## config.mk

```make
export PLATFORM = sky130hd
export DESIGN_NAME = sys_led_monitor
export DESIGN_NICKNAME = d
export VERILOG_FILES = /design/src/rtl/sys_mon_pkg.sv /design/src/rtl/sys_tick_gen.sv /design/src/rtl/sys_led_monitor.sv
export SDC_FILE = /design/constraint.sdc
export NUM_CORES = 1
export LEC_CHECK = 0
export CAP_MARGIN = 20
export CORE_AREA = 5 5 112 114
export CTS_CLUSTER_SIZE = 28
export DETAILED_ROUTE_END_ITERATION = 8
export DIE_AREA = 0 0 117 119
export DONT_BUFFER_PORTS = 1
export PLACE_DENSITY_LB_ADDON = 0.05
export SYNTH_ARGS = -nofsm -noshare
export SYNTH_HDL_FRONTEND = slang
export SYNTH_SLANG_ARGS = --single-unit
export TNS_END_PERCENT = 50
```

## constraint.sdc

```tcl
create_clock -name clk -period 3.45 [get_ports clk]
set_clock_uncertainty 0.05 [all_clocks]
set_input_delay 0.345 -clock clk [delete_from_list [all_inputs] [get_ports clk]]
set_output_delay 0.345 -clock clk [all_outputs]
set_load 0.05 [all_outputs]
```

## src/rtl/sys_mon_pkg.sv

```systemverilog
// Shared constants and helpers for the LED debug monitor
// and the slow peripherals that reuse its tick generator.
package sys_mon_pkg;

  localparam logic [1:0] MODE_LIVE = 2'd0;
  localparam logic [1:0] MODE_SCAN = 2'd1;
  localparam logic [1:0] MODE_HOLD = 2'd2;

  function automatic int clog2(input int n);
    int r = 0;
    for (int i = 0; i < 31; i++) begin
      if ((1 << i) < n) r = i + 1;
    end
    return r;
  endfunction

endpackage

```

## src/rtl/sys_tick_gen.sv

```systemverilog
// Free-running divider: one-cycle registered tick every DIVISOR clocks.
// wrap flags the edge that raises tick, for same-edge consumers.
module sys_tick_gen
  import sys_mon_pkg::*;
#(
  parameter int DIVISOR = 50000000
) (
  input  logic clk,
  input  logic SYS_reset,
  output logic tick,
  output logic wrap
);

  localparam int CW = clog2(DIVISOR + 1);
  localparam logic [CW-1:0] LAST = CW'(DIVISOR - 1);

  logic [CW-1:0] count;

  assign wrap = (count == LAST);

  always_ff @(posedge clk) begin
    if (SYS_reset) begin
      count <= '0;
      tick  <= 1'b0;
    end else begin
      count <= wrap ? '0 : count + 1'b1;
      tick  <= wrap;
    end
  end

endmodule

```

## src/rtl/sys_led_monitor.sv

```systemverilog
// Board debug monitor: picks one of N_CH channels for the LED bank,
// by live select, timed auto-scan, or hold.
module sys_led_monitor
  import sys_mon_pkg::*;
#(
  parameter int DIVISOR = 50000000,
  parameter int N_CH    = 8,
  parameter int DATA_W  = 32,
  parameter int LED_W   = 27
) (
  input  logic                     clk,
  input  logic                     SYS_reset,
  input  logic [N_CH*DATA_W-1:0]   ch_data,
  input  logic [clog2(N_CH)-1:0]   SYS_output_sel,
  input  logic [1:0]               mode,
  output logic                     tick,
  output logic [clog2(N_CH)-1:0]   cur_ch,
  output logic [LED_W-1:0]         SYS_leds
);

  localparam int SEL_W = clog2(N_CH);
  localparam int LO_W  = LED_W - SEL_W;
  localparam logic [SEL_W:0]   N_LIM   = (SEL_W + 1)'(N_CH);
  localparam logic [SEL_W-1:0] LAST_CH = SEL_W'(N_CH - 1);

  logic              wrap;
  logic [DATA_W-1:0] chans [N_CH];
  logic [DATA_W-1:0] pdata;
  logic [LO_W-1:0]   pfit;
  logic [LO_W-1:0]   snap;
  logic [LO_W-1:0]   snap_n;
  logic [SEL_W-1:0]  cur_n;
  logic [SEL_W-1:0]  nxt;
  logic [SEL_W-1:0]  pick;
  logic              is_scan;

  for (genvar i = 0; i < N_CH; i++) begin : g_ch
    assign chans[i] = ch_data[i*DATA_W +: DATA_W];
  end

  sys_tick_gen #(
    .DIVISOR(DIVISOR)
  ) u_tick (
    .clk      (clk),
    .SYS_reset(SYS_reset),
    .tick     (tick),
    .wrap     (wrap)
  );

  assign is_scan = (mode == MODE_SCAN);
  assign nxt     = (cur_ch == LAST_CH) ? '0 : cur_ch + 1'b1;
  assign pick    = is_scan ? nxt : SYS_output_sel;
  assign pdata   = chans[pick];

  // LED field narrower than a channel keeps the low bits
  if (DATA_W > LO_W) begin : g_trunc
    logic unused_hi;
    assign unused_hi = ^pdata[DATA_W-1:LO_W];
    assign pfit = pdata[LO_W-1:0];
  end else if (DATA_W == LO_W) begin : g_same
    assign pfit = pdata;
  end else begin : g_ext
    assign pfit = {{(LO_W - DATA_W){1'b0}}, pdata};
  end

  always_comb begin
    cur_n  = cur_ch;
    snap_n = snap;
    unique case (1'b1)
      mode == MODE_HOLD: begin
      end
      is_scan: begin
        if (wrap) begin
          cur_n  = nxt;
          snap_n = pfit;
        end
      end
      default: begin
        if ({1'b0, SYS_output_sel} < N_LIM) begin
          cur_n  = SYS_output_sel;
          snap_n = pfit;
        end
      end
    endcase
  end

  always_ff @(posedge clk) begin
    if (SYS_reset) begin
      cur_ch <= '0;
      snap   <= '0;
    end else begin
      cur_ch <= cur_n;
      snap   <= snap_n;
    end
  end

  assign SYS_leds = {cur_ch, snap};

endmodule

```

* After elaboration in Yosys (flattened, before gate mapping)
Index checks and enable logic that the tools add are counted.
W data, S select, Z words.
** Cells by class
- Muxes and demuxes :: 9
- Add/sub/neg operators :: 2
- $lt $le $gt $ge :: 1
- Equality and inequality tests :: 5
- Bitwise logic cells :: 2
- Reductions and logical operators :: 2
** Operator list (number)
- $bmux W32 S3 :: 1
- $mux W24 :: 3
- $pmux W24 S2 :: 1
- $add A26 B1 Y26 const B :: 1
- $eq A26 B26 Y1 const B :: 1
- $mux W3 :: 3
- $pmux W3 S2 :: 1
- $ge A4 B4 Y1 const B :: 1
- $not A3 Y4 :: 1
- $add A3 B1 Y3 const B :: 1
- $eq A3 B3 Y1 const B :: 1
- $eq A2 B1 Y1 const B :: 1
- $eq A2 B2 Y1 const B :: 1
- $ne A2 B1 Y1 const B :: 1
- $reduce_and A2 Y1 :: 1
- $reduce_or A2 Y1 :: 1
- $not A1 Y1 :: 1
** Storage, ports and cells
- Output and inout bits :: 31
- Flip-flop bits (word level) :: 54

* Longest topological paths before layout
Gate-level depths: netlist (run 1).
- Word-level depth :: 9
- Gate-level depth with buffers :: 9
- Depth with buffers taken out :: 7

* By module
From an unflattened synthesis (run 1), not the netlist that was laid out.
** Second synthesis, totals
- Cell total of the unflattened synthesis :: 346
- Area total of the unflattened synthesis :: 3707.3 um2
** By module, submodules not included
- sys_led_monitor :: area each 2428.6 um2, sequential area each 540.5 um2, instances 1, cells each 197
- sys_tick_gen :: area each 1278.7 um2, sequential area each 540.5 um2, instances 1, cells each 149

* Least setup slack after synthesis (run 1)
OpenSTA, ideal clock, no wires.
- Kind :: reg-to-reg
- From :: register cur_ch[0]
- To :: register snap[0]
- Required time :: 3281 ps
- Stages on the path, launching flop included :: 10
- Buffers on the path :: 3
- Arrival time :: 2210 ps
- Path slack :: 1072 ps
- Cell sequence :: dfxtp_1 -> ha_1 -> ha_1 -> mux2i_1 -> buf_2 -> buf_6 -> buf_6 -> mux2i_1 -> o22ai_1 -> o221a_2
** On the way
- Word-level cells in the longest chain between the ends :: 9
- Elaborated cells on any way between the ends :: 10
** RTL lines
- start: declaration :: RTL line sys_led_monitor.sv:17 : output logic [clog2(N_CH)-1:0] cur_ch,
- start signal: assignment :: RTL line sys_led_monitor.sv:92 : cur_ch <= cur_n;
- $add A3 B1 Y3 or $eq A3 B3 Y1 (tied branches) :: RTL line sys_led_monitor.sv:51 : assign nxt = (cur_ch == LAST_CH) ? '0 : cur_ch + 1'b1;
- $mux W3 * :: RTL line sys_led_monitor.sv:51
- $mux W3 * :: RTL line sys_led_monitor.sv:52 : assign pick = is_scan ? nxt : SYS_output_sel;
- $not A3 Y4 (not written as such) * :: RTL line sys_led_monitor.sv:53 : assign pdata = chans[pick];
- $bmux W32 S3 * :: RTL line sys_led_monitor.sv:53
- $mux W24 (not written as such) * (2 in a row) :: RTL line sys_led_monitor.sv:53
- $mux W24 :: RTL line sys_led_monitor.sv:73 : if (wrap) begin
- $pmux W24 S2 * :: RTL line sys_led_monitor.sv:69 : unique case (1'b1)
- end signal: assignment :: RTL line sys_led_monitor.sv:93 : snap <= snap_n;
- end: declaration :: RTL line sys_led_monitor.sv:30 : logic [LO_W-1:0] snap;
Every way passes the cells marked *; elsewhere a longest branch is shown, timed or not. The select of a mux whose other input is x is not followed.
A chain may end at the register's enable or synchronous reset.

* Final worst setup path (run 1)
- From :: register cur_ch[0]
- To :: register snap[5]
The elaborated chain is that of the path after synthesis.

==> metrics.md, run 1 <==
| Metric | Value |
|---|---|
| Outcome | finished clean |
| Fillers | 1,158 |
| Mean Syn Cell Area | 9.644 µm² |
| Pre-CTS setup slack | 0.9317 ns |
| Layout cells sized above 1 | 0.07046 |
| DRT antenna net count | 0 |
| Chip width | 117 µm |
| Setup CP Type | flip-flop to flip-flop |
| CP Data Arrival Time | 2.62 ns |
| Mux cell area share after synthesis | 0.2825 |
| WL/cell | 22.37 µm |
| Post-Synth Adder-Cell Area | 0.01016 |
| # resized after CTS | 0 |
| Register area | 1081 µm² |
| Largest family of logic cells by synthesized area | multiplexers |
| CTS Buf Count | 5 |
| DRT Wirelength | 11,460 µm |
| Maximum VDD drop | 0.2162 mV |
| Iteration-0 DRC Markers | 71 |
| Gpl congestion | 0.7381 |
| Rel. slew slack | 0.4030 |
| Synth Area in XOR/XNOR | 0.05928 |
| Setup Fix Bufs, Post-CTS | 0 |
| Final max-slew violation count | 0 |
| Nets | 634 |
| H-tree levels | 2 |
| Die Y | 119 µm |
| Final hold slack | 0.06554 ns |
| Leakage | 1.647 nW |
| Final setup TNS | 0 ns |
| # hold bufs at CTS | 0 |
| Grt ovf | 0 |
| Min-delay worst type | primary input to flip-flop |
| Area of the multi-input gates | 2421 µm² |
| Final setup violation count | 0 |
| Largest net degree at the start of global routing | 98 |
| First-pass GRT wire length | 16,920 µm |
| Gate Count Post-Synth | 383 |
| Crit-path max FO | 97 |
| CTS sink cnt | 54 |
| Synth area leaders | dfxtp_1, mux2i_1, o221a_1 |
| Initial core utilization | 0.3263 |
| Skew-Pair Late Insertion Delay | 0.29 ns |
| CTS tree | built |
| Synth area leader | dfxtp_1 |
| Final Instance Count excl. Fillers | 512 |
| WP data required | 3.58 ns |
| Yosys top cell area share | 0.2927 |
| Core area | 11,320 µm² |
| 1st-pass router iterations | 4 |
| Number of global-route vias before repair | 3,064 |
| Pwr dens | 452.6 nW/µm² |
| Initial antenna violation count | 0 |
| Via count | 2,960 |
| Post-Synth Simple-Gate Area | 0.1186 |
| Count of state elements after synthesis | 54 |
| Net Count, Synth | 649 |
| Final Cycle Share | 0.7227 |
| Dpl cells | 504 |
| Worst setup EP type | flip-flop |
| Area grow syn2layout | 7.385% |
| Root buf cell | clkbuf_16 |
| FMAX | 401.1 MHz |
| Sequential area share after synthesis | 0.2927 |
| Max Cap Viol | 0 |
| Worst Setup Slack, final | 0.9567 ns |
| Ys async rst share | 0 |
| RSZ-0062 raised after global routing | false |
| Crit path time final | 2.493 ns |
| Netlist Area Pre-Place | 3694 µm² |
| Clock Path Buffers | 2 |
| Number of synthesized flops with an enable pin | 0 |
| Synth unique cells | 34 |
| N_diodes | 0 |
| Complex-gate fraction of the synthesized area | 0.1816 |
| Top Ports | 294 |
| FP Rows | 39 |
| Routed vias/inst | 5.781 |
| Yosys warns | 0 |
| Synth Flop Type | dfxtp_1 |
| Worst Tran Pin Value | 0.8934 ns |
| Tot GR Track Use | 0.1542 |
| Final Hold Viols | 0 |
| Port Buffers | 0 |
| HPWL Detailed | 9001 µm |
| Startpoint Class | flip-flop |
| Clk pin slew, worst setup/hold paths | 0.07 ns |
| Die Area | 13,920 µm² |
| # DRC | 0 |
-- routing by layer --
| layer | vias up | part of all wire | routed length [µm] | global-route usage |
|---|---|---|---|---|
| li1 | 1458 | - | - | - |
| met2 | 114 | 0.50 | 5740 | 0.2763 |
| met4 | 0 | 0.0054 | 62 | 0.02581 |
| met3 | 4 | 0.092 | 1051 | 0.04260 |
| met5 | - | 0 | 0 | 0 |
| met1 | 1384 | 0.40 | 4601 | 0.1844 |
-- placed cells by master (no fill, tap or decap), drive strengths merged, types with 5 or more instances in the layout --
cell type / count
dfxtp: 54
o22ai: 24
nand3: 12
o221a: 24
nor2: 35
clkbuf: 5
o221ai: 24
nand2: 12
nand4: 9
buf: 10
xor2: 19
mux2i: 102
xnor2: 6
-- where the power goes --
group	switching (mW)	total, mW	leakage, nW	internal (mW)
clock	0.236	0.579	0.0760	0.343
combinational	0.222	0.397	1.13	0.174
sequential	0.156	0.820	0.442	0.664
total	0.614	1.80	1.65	1.18
-- sequential cells by signal (all words and copies together) (netlist names) --
name          count
u_tick.count     26
snap             24
u_tick.tick       1
cur_ch            3
-- critical path, cell delays in order (launching register included) --
cell and delay, ns:
dfxtp_1 0.32, ha_1 0.19, ha_1 0.33, mux2i_4 0.18, buf_12 0.42, mux2i_1 0.28, o221ai_1 0.17, o221a_1 0.27
-- synth_stat cells (all sizes together), types with 2 or more instances --
master / n
o221a: 24
nor2: 35
mux2i: 102
xor2: 19
dfxtp: 54
buf: 19
nor4b: 3
and4: 2
xnor2: 6
and3: 3
nand2: 12
ha: 3
o22ai: 24
nor4: 3
mux2: 2
o221ai: 24
nand3: 12
inv: 3
nor3: 2
nand4: 9
clkbuf: 13
-- per-stage QoR --
step | power [mW] | util | instance area, µm²
global placement | 1.240 | 0.3353 | 3796
CTS | 1.827 | 0.3504 | 3966
global route | 1.890 | 0.3504 | 3966
finish | 1.795 | 0.3504 | 3966
detailed placement | 1.239 | 0.3353 | 3796
floorplan | 1.158 | - | 3694
-- path summary, 6_finish.rpt --
check                        from               to  slack (ns)  cells after the start
setup / recovery        cur_ch[0]          snap[5]        0.96                      7
hold / removal          SYS_reset        cur_ch[2]        0.07                      1
setup reg to reg        cur_ch[0]          snap[5]        0.96                      7
hold reg to reg   u_tick.count[0]  u_tick.count[0]        0.45                      1
-- kinds of logic after synthesis --
family | count (synthesis)
muxes | 104
adders and majority gates | 3
buffers and inverters | 36
AOI/OAI and AO/OA | 74
and+or+nand+nor | 87
xor gates and xnor gates | 25
DFF | 54
-- layout make-up --
class,instances,area share
Clock buffer,5,0.03155
Timing Repair Buffer,10,0.02524
Multi-Input combinational cell,293,0.6104
Sequential cell,54,0.2726
Clock inverter,3,0.01136
Inverter,4,0.003785
Tap cell,143,0.04511
Power figures use the tool's default switching activity.
==> run 2: changes to the inputs <==
--- a/config.mk
+++ b/config.mk
@@ -5,11 +5,12 @@
 export SDC_FILE = /design/constraint.sdc
 export NUM_CORES = 1
 export LEC_CHECK = 0
+export ABC_AREA = 1
 export CAP_MARGIN = 20
-export CORE_AREA = 5 5 112 114
+export CORE_MARGIN = 5
+export CORE_UTILIZATION = 40
 export CTS_CLUSTER_SIZE = 28
 export DETAILED_ROUTE_END_ITERATION = 8
-export DIE_AREA = 0 0 117 119
 export DONT_BUFFER_PORTS = 1
 export PLACE_DENSITY_LB_ADDON = 0.05
 export SYNTH_ARGS = -nofsm -noshare
==> constraint.sdc (replaced) <==
create_clock -name clk -period 2.2 [get_ports clk]
set_clock_uncertainty 0.05 [all_clocks]
set_input_delay 0.22 -clock clk [delete_from_list [all_inputs] [get_ports clk]]
set_output_delay 0.22 -clock clk [all_outputs]
set_load 0.05 [all_outputs]
==> metrics.md, run 2 <==
| Metric | Value |
|---|---|
| Grt ovf | 0 (unchanged) |
| Outcome | finished clean |
| Commonest non-fill, non-tap cell in the layout | nand2_1 |
| Gate Count Post-Synth | 1,049 (+170%) |
| 1st-pass router iterations | 5 (+1) |
| Rel. slew slack | 0.5962 (+0.1932) |
| Critical path's largest stage delay | 0.31 ns (-0.11 ns) |
| Initial core utilization | 0.4103 (+0.08405) |
| Netlist Area Pre-Place | 5455 µm² (+48%) |
| Crit. Startpoint | cur_ch[0] |
| Top delay family on crit path | simple AND/OR/NAND/NOR gates |
| CTS sink cnt | 54 (unchanged) |
| Most frequent cells in the layout | nand2_1, inv_1, nand3_1 |
| Max Cap Viol | 0 (unchanged) |
| WP data required | 2.34 ns (-1.24 ns) |
| Number of global-route vias before repair | 5,492 (+79%) |
| Biggest register | u_tick.count |
| Final setup TNS | 0 ns (unchanged) |
| Worst path most repeated cell | nand2_1 |
| HPWL Detailed | 14,760 µm (+64%) |
| R2r startpoint | cur_ch[0] |
| Sequential area share after synthesis | 0.1982 (-0.09452) |
| Yosys top cell area share | 0.2128 (-0.07984) |
| Maximum VDD drop | 0.2826 mV (+31%) |
| Core area | 13,300 µm² (+17%) |
| Gpl congestion | 0.8964 (+21%) |
| RR Endpoint | snap[22] |
| Chip width | 126.8 µm (+8.4%) |
| Setup CP Type | flip-flop to flip-flop |
| Skew-Pair Late Insertion Delay | 0.30 ns (about the same) |
| Tot GR Track Use | 0.2266 (+0.07241) |
| Min-delay worst type | primary input to flip-flop |
| Commonest cells post-synth | nand2_1, inv_1, nand3_1 |
| Critical Path, Cell by Cell | ha_1 > ha_1 > inv_1 > nand2_1 > nand2_2 > buf_12 > nand3_1 > nand3_1 > nand2_1 > nand2_1 > nand2_1 > nor2_1 > nor2_1 |
| Routed vias/inst | 4.972 (-14%) |
| FMAX | 494.8 MHz (+23%) |
| H-tree levels | 2 (unchanged) |
| Die Area | 16,070 µm² (+15%) |
| Via count | 5,971 (+100%) |
| DRT Wirelength | 18,880 µm (+65%) |
| Port Buffers | 0 (unchanged) |
| Synth Flop Type | dfxtp_1 |
| Crit-path max FO | 58 (-40%) |
| Layout cells sized above 1 | 0.04976 (-0.02070) |
| CTS tree | built |
| Pwr dens | 524.4 nW/µm² (+16%) |
| Nets | 1,290 (+100%) |
| Slowest CP cell | dfxtp_1 |
| Clk pin slew, worst setup/hold paths | 0.07 ns (about the same) |
| Mean Syn Cell Area | 5.200 µm² (-46%) |
| RSZ-0062 raised after global routing | false |
| Crit path to | snap[22] |
| CP Data Arrival Time | 2.16 ns (-0.46 ns) |
| FP Rows | 42 (+7.7%) |
| R2R cell count | 13 (+6) |
| N_diodes | 0 (unchanged) |
| Ys async rst share | 0 (unchanged) |
| Final Hold Viols | 0 (unchanged) |
| Initial antenna violation count | 0 (unchanged) |
| Startpoint Class | flip-flop |
| DRT antenna net count | 0 (unchanged) |
| Leakage | 3.385 nW (+110%) |
| Synth area leaders | nand3_1, nand2_1, dfxtp_1 |
| Clock Path Buffers | 2 (unchanged) |
| Yosys warns | 0 (unchanged) |
| Setup Fix Bufs, Post-CTS | 0 (unchanged) |
| Root buf cell | clkbuf_16 |
| Final setup violation count | 0 (unchanged) |
| First-pass GRT wire length | 29,180 µm (+72%) |
| R2r setup slk | 0.18 ns (-0.78 ns) |
| Top Ports | 294 (unchanged) |
| # DRC | 0 (unchanged) |
| Stages on worst setup path | 13 (+6) |
| CTS Buf Count | 5 (unchanged) |
| WL/cell | 15.72 µm (-30%) |
| Largest net degree at the start of global routing | 59 (-40%) |
| Synth area leader | nand3_1 |
| Worst setup EP type | flip-flop |
| Count of state elements after synthesis | 54 (unchanged) |
| Most common cell in the netlist | nand2_1 |
| Max FFs per register | 26 (unchanged) |
| Final Cycle Share | 0.9186 (+0.1959) |
| Util after Layout | 0.4376 (+0.08725) |
| Buf/Inv on CP | 2 (+1) |
| Crit path time final | 2.021 ns (-0.4723 ns) |
| Worst Tran Pin Value | 0.6049 ns (-0.2884 ns) |
| Die Y | 126.8 µm (+6.5%) |
| Final max-slew violation count | 0 (unchanged) |
| Number of synthesized flops with an enable pin | 0 (unchanged) |
| Net Count, Synth | 1,315 (+100%) |
| Iteration-0 DRC Markers | 373 (+430%) |
| Area grow syn2layout | 6.651% |
| Largest registers | u_tick.count (26), snap (24), cur_ch (3) |
| Synth unique cells | 29 (-15%) |
## run 2: cell count changes in the layout (fill, tap and decap cells not counted), sizes merged, moves of 19 or more
cell,previous run,this run
nand3,12,232
inv,3,250
mux2i,102,0
o221a,24,0
nand2,12,308
nor2,35,83
a21oi,0,19
o22ai,24,0
o221ai,24,0
## run 2: final cells by class
cell class                      count  area, µm²
Clock buffer                        7      142.6
Inverter                          250      938.4
Sequential cell                    54       1081
Multi-Input combinational cell    687       3108
Timing Repair Buffer               26      322.8
Fill cell                        1596       7477
Clock inverter                      1      5.005
Tap cell                          176      220.2
## run 2: stage by stage
stage | instances | cell area (µm²) | hold slack, ns | setup WS, ns | total power, mW
final | 1201 | 5818 | 0.2389 | 0.1790 | 3.051
after global routing | 1201 | 5818 | 0.2321 | 0.01252 | 3.269
after CTS | 1201 | 5808 | 0.1896 | 0.1605 | 3.086
after detailed placement | 1192 | 5650 | 0.2433 | 0.1848 | 2.281
after global placement | 1192 | 5650 | 0.2405 | 0.1792 | 2.285
after floorplan | 1049 | 5455 | 0.2391 | 0.06889 | 2.008
## run 2: power breakdown
part,internal (mW),switching (mW)
Clock,0.452,0.347
Sequential,1.03,0.224
Combinational,0.348,0.645
## run 2: layer usage
layer	track usage	up-vias	wire [µm]
li1	-	3099	-
met1	0.3109	2618	8758
met2	0.3624	239	8466
met3	0.06305	15	1449
met4	0.03533	0	206
met5	0	-	0
## run 2: kinds of logic after synthesis
| kind of cell | after synthesis | share of synthesized area |
|---|---|---|
| buffers and inverters | 308 | 0.2367 |
| and+or+nand+nor | 650 | 0.5197 |
| DFF | 54 | 0.1982 |
| AOI/OAI and AO/OA | 27 | 0.02729 |
| xor gates and xnor gates | 7 | 0.01124 |
| adders and majority gates | 3 | 0.006881 |
## run 2: tightest hold or removal path, stage by stage
cell and delay, ns:
nand2_1 0.12, nand3_1 0.13, a21oi_1 0.06
## run 2: timing repair
item / 4_1_cts / 5_1_grt
hold endpoints to repair: 4 / 0
resized for setup: 0 / 2
hold buffers: 1 / 0
setup endpoints to repair: 0 / 22
## run 2: worst min-delay path by stage
stage	depth (start not counted)	start	slack, ns	endpoint
after CTS	3	mode[1]	0.19	cur_ch[1]
after global routing	3	mode[1]	0.23	cur_ch[1]
after global placement	1	SYS_reset	0.24	cur_ch[2]
final	3	mode[1]	0.24	cur_ch[1]
after floorplan	1	SYS_reset	0.24	cur_ch[0]
after detailed placement	1	SYS_reset	0.24	cur_ch[2]
==> run 3: changes to the inputs <==
--- a/config.mk
+++ b/config.mk
@@ -7,8 +7,10 @@
 export LEC_CHECK = 0
 export ABC_AREA = 1
 export CAP_MARGIN = 20
+export CELL_PAD_IN_SITES_DETAIL_PLACEMENT = 2
+export CELL_PAD_IN_SITES_GLOBAL_PLACEMENT = 2
 export CORE_MARGIN = 5
-export CORE_UTILIZATION = 40
+export CORE_UTILIZATION = 26
 export CTS_CLUSTER_SIZE = 28
 export DETAILED_ROUTE_END_ITERATION = 8
 export DONT_BUFFER_PORTS = 1
==> metrics.md, run 3 (synthesized netlist as in run 2, its figures left out) <==
| Metric | Value |
|---|---|
| R2r setup slk | 0.17 ns (about the same) |
| Pwr dens | 514.9 nW/µm² (-1.8%) |
| Worst Tran Pin Value | 0.6516 ns (+0.04665 ns) |
| Maximum VDD drop | 0.3177 mV (+12%) |
| Leakage | 3.441 nW (+1.7%) |
| # DRC | 0 (unchanged) |
| Grt ovf | 0 (unchanged) |
| Root buf cell | clkbuf_16 |
| Top Ports | 294 (unchanged) |
| WP data required | 2.39 ns (+0.05 ns) |
| H-tree levels | 2 (unchanged) |
| Nets | 1,294 (+0.31%) |
| Port Buffers | 0 (unchanged) |
| CTS Buf Count | 5 (unchanged) |
| Register area | 1081 µm² (unchanged) |
| Gpl congestion | 0.7931 (-12%) |
| Final setup TNS | 0 ns (unchanged) |
| Setup CP Type | flip-flop to flip-flop |
| Crit-path max FO | 15 (-74%) |
| Number of global-route vias before repair | 6,599 (+20%) |
| Clock Path Buffers | 2 (unchanged) |
| Via count | 6,139 (+2.8%) |
| Biggest register | u_tick.count |
| Final Hold Viols | 0 (unchanged) |
| CP Data Arrival Time | 2.22 ns (+0.06 ns) |
| Worst setup EP type | flip-flop |
| Final setup violation count | 0 (unchanged) |
| WL/cell | 18.04 µm (+15%) |
| Tot GR Track Use | 0.1854 (-0.04121) |
| Largest registers | u_tick.count (26), snap (24), cur_ch (3) |
| Buf/Inv on CP | 2 (unchanged) |
| Skew-Pair Late Insertion Delay | 0.30 ns (about the same) |
| Setup Fix Bufs, Post-CTS | 0 (unchanged) |
| Slowest CP cell | dfxtp_1 |
| First-pass GRT wire length | 35,560 µm (+22%) |
| Iteration-0 DRC Markers | 188 (-50%) |
| Routed vias/inst | 4.708 (-5.3%) |
| Crit path time final | 2.027 ns (+0.005819 ns) |
| Critical path's largest stage delay | 0.33 ns (+0.02 ns) |
| CTS tree | built |
| Worst path most repeated cell | nand2_1 |
| Startpoint Class | flip-flop |
| Layout cells sized above 1 | 0.05442 (+0.004666) |
| Initial core utilization | 0.2620 (-0.1483) |
| FP Rows | 53 (+26%) |
| Core area | 20,820 µm² (+57%) |
| Area grow syn2layout | 10.69% |
| Outcome | finished clean |
| RSZ-0062 raised after global routing | false |
| N_diodes | 0 (unchanged) |
| Max Cap Viol | 0 (unchanged) |
| Min-delay worst type | primary input to flip-flop |
| Max FFs per register | 26 (unchanged) |
| Chip width | 154.9 µm (+22%) |
| Rel. slew slack | 0.5623 (-0.03389) |
| Largest net degree at the start of global routing | 67 (+14%) |
| Area of the multi-input gates | 3119 µm² (+0.36%) |
| DRT Wirelength | 23,530 µm (+25%) |
| Initial antenna violation count | 0 (unchanged) |
| 1st-pass router iterations | 4 (-1) |
| Clk pin slew, worst setup/hold paths | 0.07 ns (about the same) |
| Commonest non-fill, non-tap cell in the layout | nand2_1 |
| Most frequent cells in the layout | nand2_1, inv_1, nand3_1 |
| Die Y | 154.9 µm (+22%) |
| Util after Layout | 0.2900 (-0.1476) |
| FMAX | 493.4 MHz (-0.29%) |
| Die Area | 23,980 µm² (+49%) |
| Fillers | 2,762 (+73%) |
| Critical Path, Cell by Cell | ha_1 > ha_1 > inv_1 > nand2_1 > nand2_4 > nand2_8 > buf_12 > nand2_1 > nand3_1 > nand2_1 > nand2_1 > nand2_1 > nor2_1 > nor2_1 |
| CTS sink cnt | 54 (unchanged) |
| Total power | 3.109 mW (+1.9%) |
| HPWL Detailed | 18,000 µm (+22%) |
| Top delay family on crit path | simple AND/OR/NAND/NOR gates |
| Final Cycle Share | 0.9213 (+0.002645) |
| DRT antenna net count | 0 (unchanged) |
| Final max-slew violation count | 0 (unchanged) |
[run 3: cell count changes in the layout (fill, tap and decap cells not counted), sizes merged]
cell,delta
clkbuf,+2
buf,+1
clkinv,+1
[run 3: routing by layer]
| layer | vias up | share of wire | track usage |
|---|---|---|---|
| met3 | 21 | 0.051 | 0.04645 |
| li1 | 3103 | - | - |
| met4 | 0 | 0.013 | 0.03154 |
| met1 | 2874 | 0.47 | 0.2447 |
| met2 | 141 | 0.47 | 0.3114 |
| met5 | - | 0 | 0 |
[run 3: path summary, 6_finish.rpt]
| kind | startpoint | end | cells past startpoint |
|---|---|---|---|
| max | cur_ch[0] | snap[9] | 14 |
| min | mode[1] | cur_ch[1] | 3 |
| max reg2reg | cur_ch[0] | snap[9] | 14 |
| min reg2reg | u_tick.count[0] | u_tick.count[0] | 1 |
[run 3: worst min-delay path, stage by stage]
cell and delay [ns]:
nand2_1 0.10, nand3_1 0.11, a21oi_1 0.06
[run 3: where the power goes]
part           leakage (nW)  internal [mW]  switching, mW
clock                0.0708          0.424          0.370
combinational          2.93          0.360          0.698
sequential            0.442           1.03          0.222
[run 3: through the flow]
step,instance area [µm²],cells,setup WS [ns],hold slack (ns)
after floorplan,5455,1049,0.06889,0.2391
after global placement,5782,1292,0.1375,0.2422
after detailed placement,5782,1292,0.1107,0.2443
after CTS,5934,1301,0.1004,0.1955
after global routing,6038,1304,0.01271,0.1867
final,6038,1304,0.1732,0.1883
[run 3: cell type report]
| type | instances | share of cell area |
|---|---|---|
| flip-flops and latches | 54 | 0.1790 |
| multi-input cells | 687 | 0.5166 |
| clock buffers | 6 | 0.02134 |
| inverters | 250 | 0.1554 |
| clock inverters | 2 | 0.002279 |
| repair buffers | 30 | 0.06838 |
| well taps | 275 | 0.05698 |
[run 3: what timing repair did]
action                                  CTS  global route
gates resized for setup                   0             6
endpoints found under the setup margin    0            10
hold buffers                              1             0
hold endpoints to repair                  4             0
